**src/rtl/mem_arbiter_if.sv**
```systemverilog
// Request/acknowledge bus between the fetch/data requesters, the arbiter and memory.
// Signal suffixes are from the arbiter's point of view.
interface mem_arbiter_if;
  logic        if_req_i;
  logic [31:0] if_addr_i;
  logic        if_flush_i;
  logic [31:0] if_rdata_o;
  logic        if_ack_o;
  logic        dm_req_i;
  logic        dm_we_i;
  logic [31:0] dm_addr_i;
  logic [31:0] dm_wdata_i;
  logic [3:0]  dm_wmask_i;
  logic [31:0] dm_rdata_o;
  logic        dm_ack_o;
  logic        mem_req_o;
  logic        mem_we_o;
  logic [31:0] mem_addr_o;
  logic [31:0] mem_wdata_o;
  logic [3:0]  mem_wmask_o;
  logic        mem_ack_i;
  logic [31:0] mem_rdata_i;

  modport slave (
    input  if_req_i, if_addr_i, if_flush_i,
    output if_rdata_o, if_ack_o,
    input  dm_req_i, dm_we_i, dm_addr_i, dm_wdata_i, dm_wmask_i,
    output dm_rdata_o, dm_ack_o,
    output mem_req_o, mem_we_o, mem_addr_o, mem_wdata_o, mem_wmask_o,
    input  mem_ack_i, mem_rdata_i
  );

  modport master (
    output if_req_i, if_addr_i, if_flush_i,
    input  if_rdata_o, if_ack_o,
    output dm_req_i, dm_we_i, dm_addr_i, dm_wdata_i, dm_wmask_i,
    input  dm_rdata_o, dm_ack_o,
    input  mem_req_o, mem_we_o, mem_addr_o, mem_wdata_o, mem_wmask_o,
    output mem_ack_i, mem_rdata_i
  );
endinterface

```
**src/rtl/mem_arbiter.sv**
```systemverilog
// Single-port memory arbiter: data accesses win, fetch gets a starvation guard,
// and a flushed fetch completes on the bus but never acknowledges.
module mem_arbiter #(
  parameter int unsigned STARVE_MAX = 4
) (
  input logic          clk_i,
  input logic          rst_i,
  mem_arbiter_if.slave bus
);
  localparam logic [3:0] STARVE_LIM = 4'(STARVE_MAX);

  typedef enum logic [1:0] {IDLE, BUSY_IF, BUSY_DM} state_t;

  state_t      r_state, w_state_nxt;
  logic [3:0]  r_starve_cnt, w_starve_nxt;
  logic        r_drop, w_drop_nxt;
  logic        r_mem_we, w_mem_we_nxt;
  logic [31:0] r_mem_addr, w_mem_addr_nxt;
  logic [31:0] r_mem_wdata, w_mem_wdata_nxt;
  logic [3:0]  r_mem_wmask, w_mem_wmask_nxt;
  logic        w_if_elig, w_starved, w_if_ack, w_dm_ack;

  assign w_if_elig = bus.if_req_i & ~bus.if_flush_i;
  assign w_starved = (r_starve_cnt == STARVE_LIM);

  always_comb begin
    w_state_nxt     = r_state;
    w_starve_nxt    = r_starve_cnt;
    w_drop_nxt      = r_drop;
    w_mem_we_nxt    = r_mem_we;
    w_mem_addr_nxt  = r_mem_addr;
    w_mem_wdata_nxt = r_mem_wdata;
    w_mem_wmask_nxt = r_mem_wmask;
    w_if_ack        = 1'b0;
    w_dm_ack        = 1'b0;
    case (r_state)
      IDLE: begin
        w_drop_nxt = 1'b0;
        if (bus.dm_req_i && !(w_if_elig && w_starved)) begin
          w_state_nxt     = BUSY_DM;
          w_mem_we_nxt    = bus.dm_we_i;
          w_mem_addr_nxt  = bus.dm_addr_i;
          w_mem_wdata_nxt = bus.dm_we_i ? bus.dm_wdata_i : 32'h0;
          w_mem_wmask_nxt = bus.dm_we_i ? bus.dm_wmask_i : 4'h0;
          // Count against any waiting fetch, even a flushed one, so the guard is conservative.
          if (!bus.if_req_i)    w_starve_nxt = 4'h0;
          else if (!w_starved)  w_starve_nxt = r_starve_cnt + 4'h1;
        end else if (w_if_elig) begin
          w_state_nxt     = BUSY_IF;
          w_mem_we_nxt    = 1'b0;
          w_mem_addr_nxt  = bus.if_addr_i;
          w_mem_wdata_nxt = 32'h0;
          w_mem_wmask_nxt = 4'h0;
          w_starve_nxt    = 4'h0;
        end
      end
      BUSY_IF: begin
        w_drop_nxt = r_drop | bus.if_flush_i;
        if (bus.mem_ack_i) begin
          w_if_ack    = ~r_drop & ~bus.if_flush_i;
          w_state_nxt = IDLE;
          w_drop_nxt  = 1'b0;
        end
      end
      BUSY_DM: begin
        if (bus.mem_ack_i) begin
          w_dm_ack    = 1'b1;
          w_state_nxt = IDLE;
        end
      end
      default: w_state_nxt = IDLE;
    endcase
  end

  always_ff @(posedge clk_i) begin
    if (rst_i) begin
      r_state      <= IDLE;
      r_starve_cnt <= 4'h0;
      r_drop       <= 1'b0;
      r_mem_we     <= 1'b0;
      r_mem_addr   <= 32'h0;
      r_mem_wdata  <= 32'h0;
      r_mem_wmask  <= 4'h0;
    end else begin
      r_state      <= w_state_nxt;
      r_starve_cnt <= w_starve_nxt;
      r_drop       <= w_drop_nxt;
      r_mem_we     <= w_mem_we_nxt;
      r_mem_addr   <= w_mem_addr_nxt;
      r_mem_wdata  <= w_mem_wdata_nxt;
      r_mem_wmask  <= w_mem_wmask_nxt;
    end
  end

  assign bus.mem_req_o   = (r_state != IDLE);
  assign bus.mem_we_o    = r_mem_we;
  assign bus.mem_addr_o  = r_mem_addr;
  assign bus.mem_wdata_o = r_mem_wdata;
  assign bus.mem_wmask_o = r_mem_wmask;
  assign bus.if_ack_o    = w_if_ack;
  assign bus.dm_ack_o    = w_dm_ack;
  assign bus.if_rdata_o  = bus.mem_rdata_i;
  assign bus.dm_rdata_o  = bus.mem_rdata_i;
endmodule

```
**src/flat_wrapper.sv**
```systemverilog
// flat-port wrapper written by rule: the top's interface ports become plain ports
module mem_arbiter_flat 
#(
  parameter int unsigned STARVE_MAX = 4
)
  (clk_i, rst_i, bus_if_req_i, bus_if_addr_i, bus_if_flush_i, bus_if_rdata_o, bus_if_ack_o, bus_dm_req_i, bus_dm_we_i, bus_dm_addr_i, bus_dm_wdata_i, bus_dm_wmask_i, bus_dm_rdata_o, bus_dm_ack_o, bus_mem_req_o, bus_mem_we_o, bus_mem_addr_o, bus_mem_wdata_o, bus_mem_wmask_o, bus_mem_ack_i, bus_mem_rdata_i);
  mem_arbiter_if bus_i ();
  input logic clk_i;
  input logic rst_i;
  input wire logic [$bits(bus_i.if_req_i)-1:0] bus_if_req_i;
  input wire logic [$bits(bus_i.if_addr_i)-1:0] bus_if_addr_i;
  input wire logic [$bits(bus_i.if_flush_i)-1:0] bus_if_flush_i;
  output wire logic [$bits(bus_i.if_rdata_o)-1:0] bus_if_rdata_o;
  output wire logic [$bits(bus_i.if_ack_o)-1:0] bus_if_ack_o;
  input wire logic [$bits(bus_i.dm_req_i)-1:0] bus_dm_req_i;
  input wire logic [$bits(bus_i.dm_we_i)-1:0] bus_dm_we_i;
  input wire logic [$bits(bus_i.dm_addr_i)-1:0] bus_dm_addr_i;
  input wire logic [$bits(bus_i.dm_wdata_i)-1:0] bus_dm_wdata_i;
  input wire logic [$bits(bus_i.dm_wmask_i)-1:0] bus_dm_wmask_i;
  output wire logic [$bits(bus_i.dm_rdata_o)-1:0] bus_dm_rdata_o;
  output wire logic [$bits(bus_i.dm_ack_o)-1:0] bus_dm_ack_o;
  output wire logic [$bits(bus_i.mem_req_o)-1:0] bus_mem_req_o;
  output wire logic [$bits(bus_i.mem_we_o)-1:0] bus_mem_we_o;
  output wire logic [$bits(bus_i.mem_addr_o)-1:0] bus_mem_addr_o;
  output wire logic [$bits(bus_i.mem_wdata_o)-1:0] bus_mem_wdata_o;
  output wire logic [$bits(bus_i.mem_wmask_o)-1:0] bus_mem_wmask_o;
  input wire logic [$bits(bus_i.mem_ack_i)-1:0] bus_mem_ack_i;
  input wire logic [$bits(bus_i.mem_rdata_i)-1:0] bus_mem_rdata_i;
  assign bus_i.if_req_i = bus_if_req_i;
  assign bus_i.if_addr_i = bus_if_addr_i;
  assign bus_i.if_flush_i = bus_if_flush_i;
  assign bus_if_rdata_o = bus_i.if_rdata_o;
  assign bus_if_ack_o = bus_i.if_ack_o;
  assign bus_i.dm_req_i = bus_dm_req_i;
  assign bus_i.dm_we_i = bus_dm_we_i;
  assign bus_i.dm_addr_i = bus_dm_addr_i;
  assign bus_i.dm_wdata_i = bus_dm_wdata_i;
  assign bus_i.dm_wmask_i = bus_dm_wmask_i;
  assign bus_dm_rdata_o = bus_i.dm_rdata_o;
  assign bus_dm_ack_o = bus_i.dm_ack_o;
  assign bus_mem_req_o = bus_i.mem_req_o;
  assign bus_mem_we_o = bus_i.mem_we_o;
  assign bus_mem_addr_o = bus_i.mem_addr_o;
  assign bus_mem_wdata_o = bus_i.mem_wdata_o;
  assign bus_mem_wmask_o = bus_i.mem_wmask_o;
  assign bus_i.mem_ack_i = bus_mem_ack_i;
  assign bus_i.mem_rdata_i = bus_mem_rdata_i;
  mem_arbiter #(.STARVE_MAX(STARVE_MAX)) u_core (.clk_i(clk_i), .rst_i(rst_i), .bus(bus_i));
endmodule
```
**config.mk**
```make
export PLATFORM = sky130hd
export DESIGN_NAME = mem_arbiter_flat
export DESIGN_NICKNAME = d
export VERILOG_FILES = /design/src/rtl/mem_arbiter_if.sv /design/src/rtl/mem_arbiter.sv /design/src/flat_wrapper.sv
export SDC_FILE = /design/constraint.sdc
export NUM_CORES = 1
export LEC_CHECK = 0
export ABC_AREA = 1
export CAP_MARGIN = 20
export CORE_UTILIZATION = 37
export DETAILED_ROUTE_END_ITERATION = 16
export PLACE_DENSITY = 0.82
export SLEW_MARGIN = 20
export SYNTH_ARGS = -nofsm -noshare
export SYNTH_HDL_FRONTEND = slang
export SYNTH_SLANG_ARGS = --single-unit
```
**constraint.sdc**
```tcl
create_clock -name clk_i -period 1.9 [get_ports clk_i]
set_input_delay 0.38 -clock clk_i [delete_from_list [all_inputs] [get_ports clk_i]]
set_output_delay 0.38 -clock clk_i [all_outputs]
set_load 0.01 [all_outputs]
```
==> results of run 1 <==
-- cell families (layout without fill, tap and decap cells) --
logic type,count (synthesis),count (layout),synth area share [%]
simple gates,344,344,35.35
buf+inv,155,260,21.23
flops,76,76,36.06
compound gates,45,45,5.664
fa+ha+maj,5,5,1.483
xor+xnor,1,1,0.2076
-- synthesized netlist by cell type --
| library cell | n | area, um2 |
|---|---|---|
| inv_4 | 1 | 6.260 |
| buf_4 | 74 | 555.5 |
| buf_6 | 2 | 22.52 |
| inv_1 | 43 | 161.4 |
| clkbuf_1 | 15 | 56.30 |
| a21oi_1 | 42 | 210.2 |
| clkinv_1 | 1 | 3.750 |
| o21ai_0 | 2 | 10.01 |
| nand2_4 | 2 | 22.52 |
| nand2_1 | 190 | 713.2 |
| nor3_1 | 1 | 5.000 |
| inv_2 | 2 | 7.510 |
| o21bai_4 | 1 | 18.77 |
| nor2_2 | 3 | 18.77 |
| buf_2 | 15 | 75.07 |
| ha_1 | 5 | 62.56 |
| nand3_1 | 69 | 345.3 |
| dfxtp_1 | 76 | 1521 |
| buf_1 | 2 | 7.510 |
| or2_2 | 1 | 6.260 |
| nand4_1 | 34 | 212.7 |
| nor2_1 | 43 | 161.4 |
| nand2_2 | 1 | 6.260 |
| xor2_1 | 1 | 8.760 |
-- worst min-delay path by stage --
| stage | startpoint | endpoint | slack, ns | depth (start not counted) |
|---|---|---|---|---|
| final | u_core.bus.mem_wdata_o[18] | u_core.bus.mem_wdata_o[18] | 0.46 | 2 |
| after global routing | u_core.bus.mem_wdata_o[0] | u_core.bus.mem_wdata_o[0] | 0.48 | 2 |
| after CTS | u_core.bus.mem_wdata_o[18] | u_core.bus.mem_wdata_o[18] | 0.46 | 2 |
| after detailed placement | u_core.bus.mem_wdata_o[18] | u_core.bus.mem_wdata_o[18] | 0.46 | 2 |
| after global placement | u_core.bus.mem_we_o | u_core.bus.mem_we_o | 0.45 | 2 |
| after floorplan | u_core.r_state[0] | u_core.r_state[0] | 0.46 | 2 |
-- state kept, by name (all words and copies together) (netlist names) --
register	cells
u_core.bus.mem_addr_o	32
u_core.bus.mem_wdata_o	32
u_core.bus.mem_we_o	1
u_core.bus.mem_wmask_o	4
u_core.r_drop	1
u_core.r_starve_cnt	4
u_core.r_state	2
-- cell type report --
| class | count | area (um2) |
|---|---|---|
| inverters | 47 | 178.9 |
| fillers | 1025 | 4896 |
| flip-flops and latches | 76 | 1521 |
| clock inverters | 4 | 95.09 |
| clock buffers | 12 | 256.5 |
| well taps | 140 | 175.2 |
| repair buffers | 197 | 2058 |
| multi-input cells | 395 | 1802 |
-- worst reg2reg max path, stage by stage, from the launching register on --
cell and delay (ns):
dfxtp_1 0.32, inv_1 0.09, ha_1 0.19, buf_6 0.27, nand2_4 0.13, inv_4 0.13
nand2_1 0.16, o21ai_0 0.18, nor2_1 0.06
-- report_power, final --
group          switching [W]  internal, W
Sequential         0.0000617      0.00171
Combinational       0.000589     0.000622
Clock               0.000654      0.00135
Total                0.00131      0.00368
-- per-layer routing --
| layer | up-vias | global-route usage (%) | share of wire (%) |
|---|---|---|---|
| met5 | - | 0 | 0 |
| met4 | 0 | 11.10 | 3.6 |
| li1 | 2123 | - | - |
| met1 | 1866 | 21.16 | 40 |
| met3 | 51 | 6.934 | 9.0 |
| met2 | 163 | 35.80 | 47 |
-- through the flow --
| stage | total power [W] | setup TNS [ns] | cell area, um2 | utilization [%] | setup slack, ns |
|---|---|---|---|---|---|
| 2_1_floorplan | 0.002538 | 0 | 4219 | - | 0.5355 |
| 5_1_grt | 0.005226 | 0 | 6087 | 55.42 | 0.006756 |
| 4_1_cts | 0.005041 | 0 | 6082 | 55.38 | 0.02784 |
| 3_5_place_dp | 0.003018 | -0.2567 | 5734 | 52.21 | -0.2567 |
| 3_3_place_gp | 0.002999 | -0.2566 | 5734 | 52.21 | -0.2566 |
| 6_report | 0.004989 | 0 | 6087 | 55.42 | 0.05281 |
==> results.ini, run 1 <==
[worst_setup_path]
critical_path.top_delay_family = buffers and inverters
cp-endpoint = bus_if_ack_o
worst-setup-path-type = input pin to output port
cp.arrival_ns = 1.47
r2r-start = u_core.r_state[0]
startpoint = bus_if_flush_i
path_cells = clkdlybuf4s50_1 -> or2_2 -> nor3_1 -> clkdlybuf4s15_1
cp_slowest_cell = clkdlybuf4s50_1
r2r_cells = 8
crit_path_max_fanout = 2
crit_path_start_kind = input pin
path_depth = 4
r2r_slack_ns = 0.26
worstPathRequired_ns = 1.52
critPathCaptureType = output port
worst-path-buf-inv = 2
cp_slowest_stage_delay_ns = 0.42
worstReg2RegEnd = u_core.r_starve_cnt[1]

[worst_hold_path]
worstHoldPathType = register to register

[synthesis]
postSynthCellCount = 626
yosysUniqueCellTypes = 24
ys_seq_area_share_pct = 36.06
synth.net_count = 770
synth_warnings = 0
netlist_area_mm2 = 0.004219
ys_ff_latch = 76
syn_area_per_cell_um2 = 6.740

[sta]
final_hold_viol_count = 0
setup_violations = 0
tightest_slew_ns = 0.5271
fin_skew_ns = 0.007444
finalCritPeriodShare_pct = 97.22
worst_hold_slack_ns = 0.4609
period_needed_ns = 1.847
maxSlewViolCount = 0
slew_headroom_pct = 64.64
fmax_ghz = 0.5414
grt_setup_unrepaired = false

[clock_network]
cts.clk_slew.worst_paths_ns = 0.05
max-clock-path-buffers = 2
clock_latency_ns = 0.33
cts_hold_buf = 0
postCtsSetupBuffers = 0
ctsResizeCount = 3
cts_tree = built
cts-root-buf = clkbuf_16
cts_max_level = 3
clkSinkCount = 76
numCtsBuffers = 9

[drt]
via_per_inst = 4.825
first_pass_iters = 4
remaining_drc_errors = 0
vias = 4203
routed_wl_um = 11930
final_antenna_net_count = 0
wire_per_inst_um = 13.70
initialDrtViolationCount = 267

[cells_and_area]
layout_common_cells = 190 x nand2_1, 174 x clkdlybuf4s50_1, 76 x dfxtp_1, 69 x nand3_1
layout_commonest_cell = nand2_1
antenna_cells = 0
fin_nets = 870
stdcell_count = 871
syn2layout_area_growth_pct = 44.28
drive_above_1_share_pct = 6.293

[placed_design]
io_buffers = 178
numPlacedInstances = 855
dp_hpwl_um = 8358
finalWeightedCongestion = 0.8222

[global_route]
grt_usage_pct = 20.32
grt_first_pass_wirelength_um = 18600
antenna_found_initial = 0
grt_overflow = 0
grt_pass1_vias = 3901
grt_max_degree = 41

[pwr]
ir_drop_mv = 0.5020
p_leak_nw = 2.608
cellPowerDensity_mw_per_mm2 = 819.5

[outcome]
status = complete, no violations

[floorplanning]
core_mm2 = 0.01098
io_pins = 275
std_cell_rows = 38
start_util_pct = 38.41
die_area_mm2 = 0.01183
die_x_um = 108.8
die_h_um = 108.8

[job]
maxCapViolCount = 0

Note: power is estimated with default switching activity, not from simulation.
==> run 2, diff against run 1 <==
CORE_MARGIN = 3   (was unset)
TNS_END_PERCENT = 10   (was unset)
==> results.ini, run 2 (synthesis gave the netlist of run 1 again) <==
[placed_design]
dp_hpwl_um = 8742  ; +4.6%
numPlacedInstances = 855  ; unchanged
io_buffers = 178  ; unchanged
finalWeightedCongestion = 0.8143  ; -0.96%
post-place-ws_ns = -0.2585  ; -0.001782 ns
dpl_cell_area_mm2 = 0.005722  ; -0.22%

[worst_setup_path]
startpoint = bus_if_flush_i
r2r-start = u_core.r_state[0]
cp.arrival_ns = 1.37  ; -0.10 ns
crit_path_start_kind = input pin
path_cells = clkdlybuf4s50_1 -> or2_2 -> nor3_1 -> clkbuf_2
critical_path.top_delay_family = buffers and inverters
cp_slowest_cell = clkdlybuf4s50_1
worstPathRequired_ns = 1.52  ; about the same
worst-setup-path-type = input pin to output port
crit_path_max_fanout = 2  ; unchanged
cp_slowest_stage_delay_ns = 0.42  ; about the same
worst-path-buf-inv = 2  ; unchanged
critPathCaptureType = output port

[pwr]
switching_share_pct = 27.00  ; +0.84 points
seqPwrFrac_pct = 37.7  ; +2.2 points
power_frac_clock_pct = 36.4  ; -3.8 points
cellPowerDensity_mw_per_mm2 = 778.4  ; -5.0%
power_switching_w = 0.001264  ; -3.1%
ir_drop_mv = 0.4177  ; -17%
p_leak_nw = 2.571  ; -1.4%
power_frac_comb_pct = 25.9  ; +1.6 points
p_int_w = 0.003418  ; -7.2%

[sta]
slew_headroom_pct = 71.51  ; +6.9 points
grt_setup_unrepaired = false
fin_skew_ns = 0.004946  ; -0.002498 ns
finalCritPeriodShare_pct = 92.19  ; -5.0 points
final_hold_viol_count = 0  ; unchanged
period_needed_ns = 1.752  ; -0.09565 ns
maxSlewViolCount = 0  ; unchanged
layout_setup_ws_ns = 0.1485  ; +0.09565 ns
fmax_ghz = 0.5709  ; +5.5%
setup_violations = 0  ; unchanged
tightest_slew_ns = 0.4274  ; -0.09972 ns

[outcome]
status = complete, no violations

[clock_network]
cts_hold_buf = 0  ; unchanged
cts.clk_slew.worst_paths_ns = 0.05  ; about the same
numCtsBuffers = 9  ; unchanged
cts_max_level = 3  ; unchanged
clkSinkCount = 76  ; unchanged
max-clock-path-buffers = 2  ; unchanged
postCtsSetupBuffers = 0  ; unchanged
clock_latency_ns = 0.33  ; about the same
cts-root-buf = clkbuf_16
cts_tree = built

[cells_and_area]
syn2layout_area_growth_pct = 42.56
layout_common_cells = 190 x nand2_1, 174 x clkdlybuf4s50_1, 76 x dfxtp_1, 69 x nand3_1
stdcell_count = 872  ; +0.11%
layout_commonest_cell = nand2_1
design_area_mm2 = 0.006015  ; -1.2%
drive_above_1_share_pct = 6.019  ; -0.27 points
fin_nets = 870  ; unchanged

[global_route]
grt_usage_pct = 19.22  ; -1.1 points
grt_overflow = 0  ; unchanged
grt_pass1_vias = 4149  ; +6.4%
grt_max_degree = 41  ; unchanged
grt_first_pass_wirelength_um = 19750  ; +6.2%
antenna_found_initial = 1  ; +1

[drt]
initialDrtViolationCount = 263  ; -1.5%
final_antenna_net_count = 0  ; unchanged
via_per_inst = 4.819  ; -0.14%
remaining_drc_errors = 0  ; unchanged
route.met2.wl_um = 5654  ; about the same
wl_met3_um = 1327  ; +23%
routed_wl_um = 12330  ; +3.4%
first_pass_iters = 4  ; unchanged
vias = 4202  ; -0.024%
wire_per_inst_um = 14.14  ; +3.3%
drt-met1-wl_um = 4746  ; -0.40%
dr.max_layer_used = met4

[floorplanning]
die_h_um = 112.8  ; +3.7%
std_cell_rows = 38  ; unchanged
io_pins = 275  ; unchanged
start_util_pct = 38.41  ; unchanged
die_x_um = 112.8  ; +3.7%
core_mm2 = 0.01098  ; unchanged
die_area_mm2 = 0.01272  ; +7.5%

[worst_hold_path]
worstHoldStart = rst_i
worstHoldPathType = input pin to register

[job]
maxCapViolCount = 0  ; unchanged

==> run 2: area by class of cell <==
cell class	count	area (um2)
antenna	1	2.502
clock buffer	15	267.8
clock inverter	1	30.03
fill	1046	4969
inverter	47	178.9
multi-input combinational	395	1802
sequential	76	1521
tap	140	175.2
timing repair buffer	197	2037
==> run 2: timing repair <==
| item | in CTS | in global routing |
|---|---|---|
| hold endpoints to repair | 0 | 0 |
| resized for setup | 3 | 2 |
| pin swaps | 0 | 0 |
| endpoints found under the setup margin | 3 | 1 |
==> run 2: final timing paths <==
kind                                                    to  cells past startpoint  slack [ns]
worst max-delay path                          bus_if_ack_o                      4        0.15
worst min-delay path              u_core.bus.mem_addr_o[8]                      4        0.31
worst max register to register   u_core.bus.mem_addr_o[31]                     10        0.18
worst min register to register  u_core.bus.mem_wdata_o[28]                      2        0.46
==> run 2: power by group through the flow <==
stage	registers [W]	logic, W	clock network, W
2_1_floorplan	0.00184	0.000694	0
3_3_place_gp	0.00180	0.00121	0
3_5_place_dp	0.00180	0.00122	0
4_1_cts	0.00177	0.00122	0.00176
5_1_grt	0.00178	0.00133	0.00184
6_report	0.00177	0.00121	0.00170
==> run 2: worst register-to-register path, stage by stage, from the launching register on <==
cell and delay [ns]:
dfxtp_1 0.32, inv_1 0.08, ha_1 0.17, buf_4 0.36
nand2_4 0.14, inv_4 0.13, buf_12 0.17, nand3_1 0.11
nand3_1 0.08, nand2_1 0.06, inv_1 0.06
==> run 2: per-layer routing <==
metal	up-vias	track usage, %
met4	0	13.30
met1	1849	20.77
met2	182	31.08
met5	-	0
li1	2124	-
met3	47	7.219
==> run 2: metrics by stage <==
stage	hold WS (ns)	util [%]	power, W	setup TNS [ns]
final	0.3139	54.76	0.004682	0
after global routing	0.3358	54.76	0.004954	0
after CTS	0.2979	54.77	0.004754	0
after detailed placement	0.4542	52.10	0.003020	-0.2585
after global placement	0.4520	52.10	0.003006	-0.2370
after floorplan	0.4575	-	0.002538	0
==> run 3, diff against run 2 <==
CTS_CLUSTER_SIZE = 14   (was unset)
==> results of run 3 <==
Same layout as run 2: the final DEF is identical, and so are final timing and power.
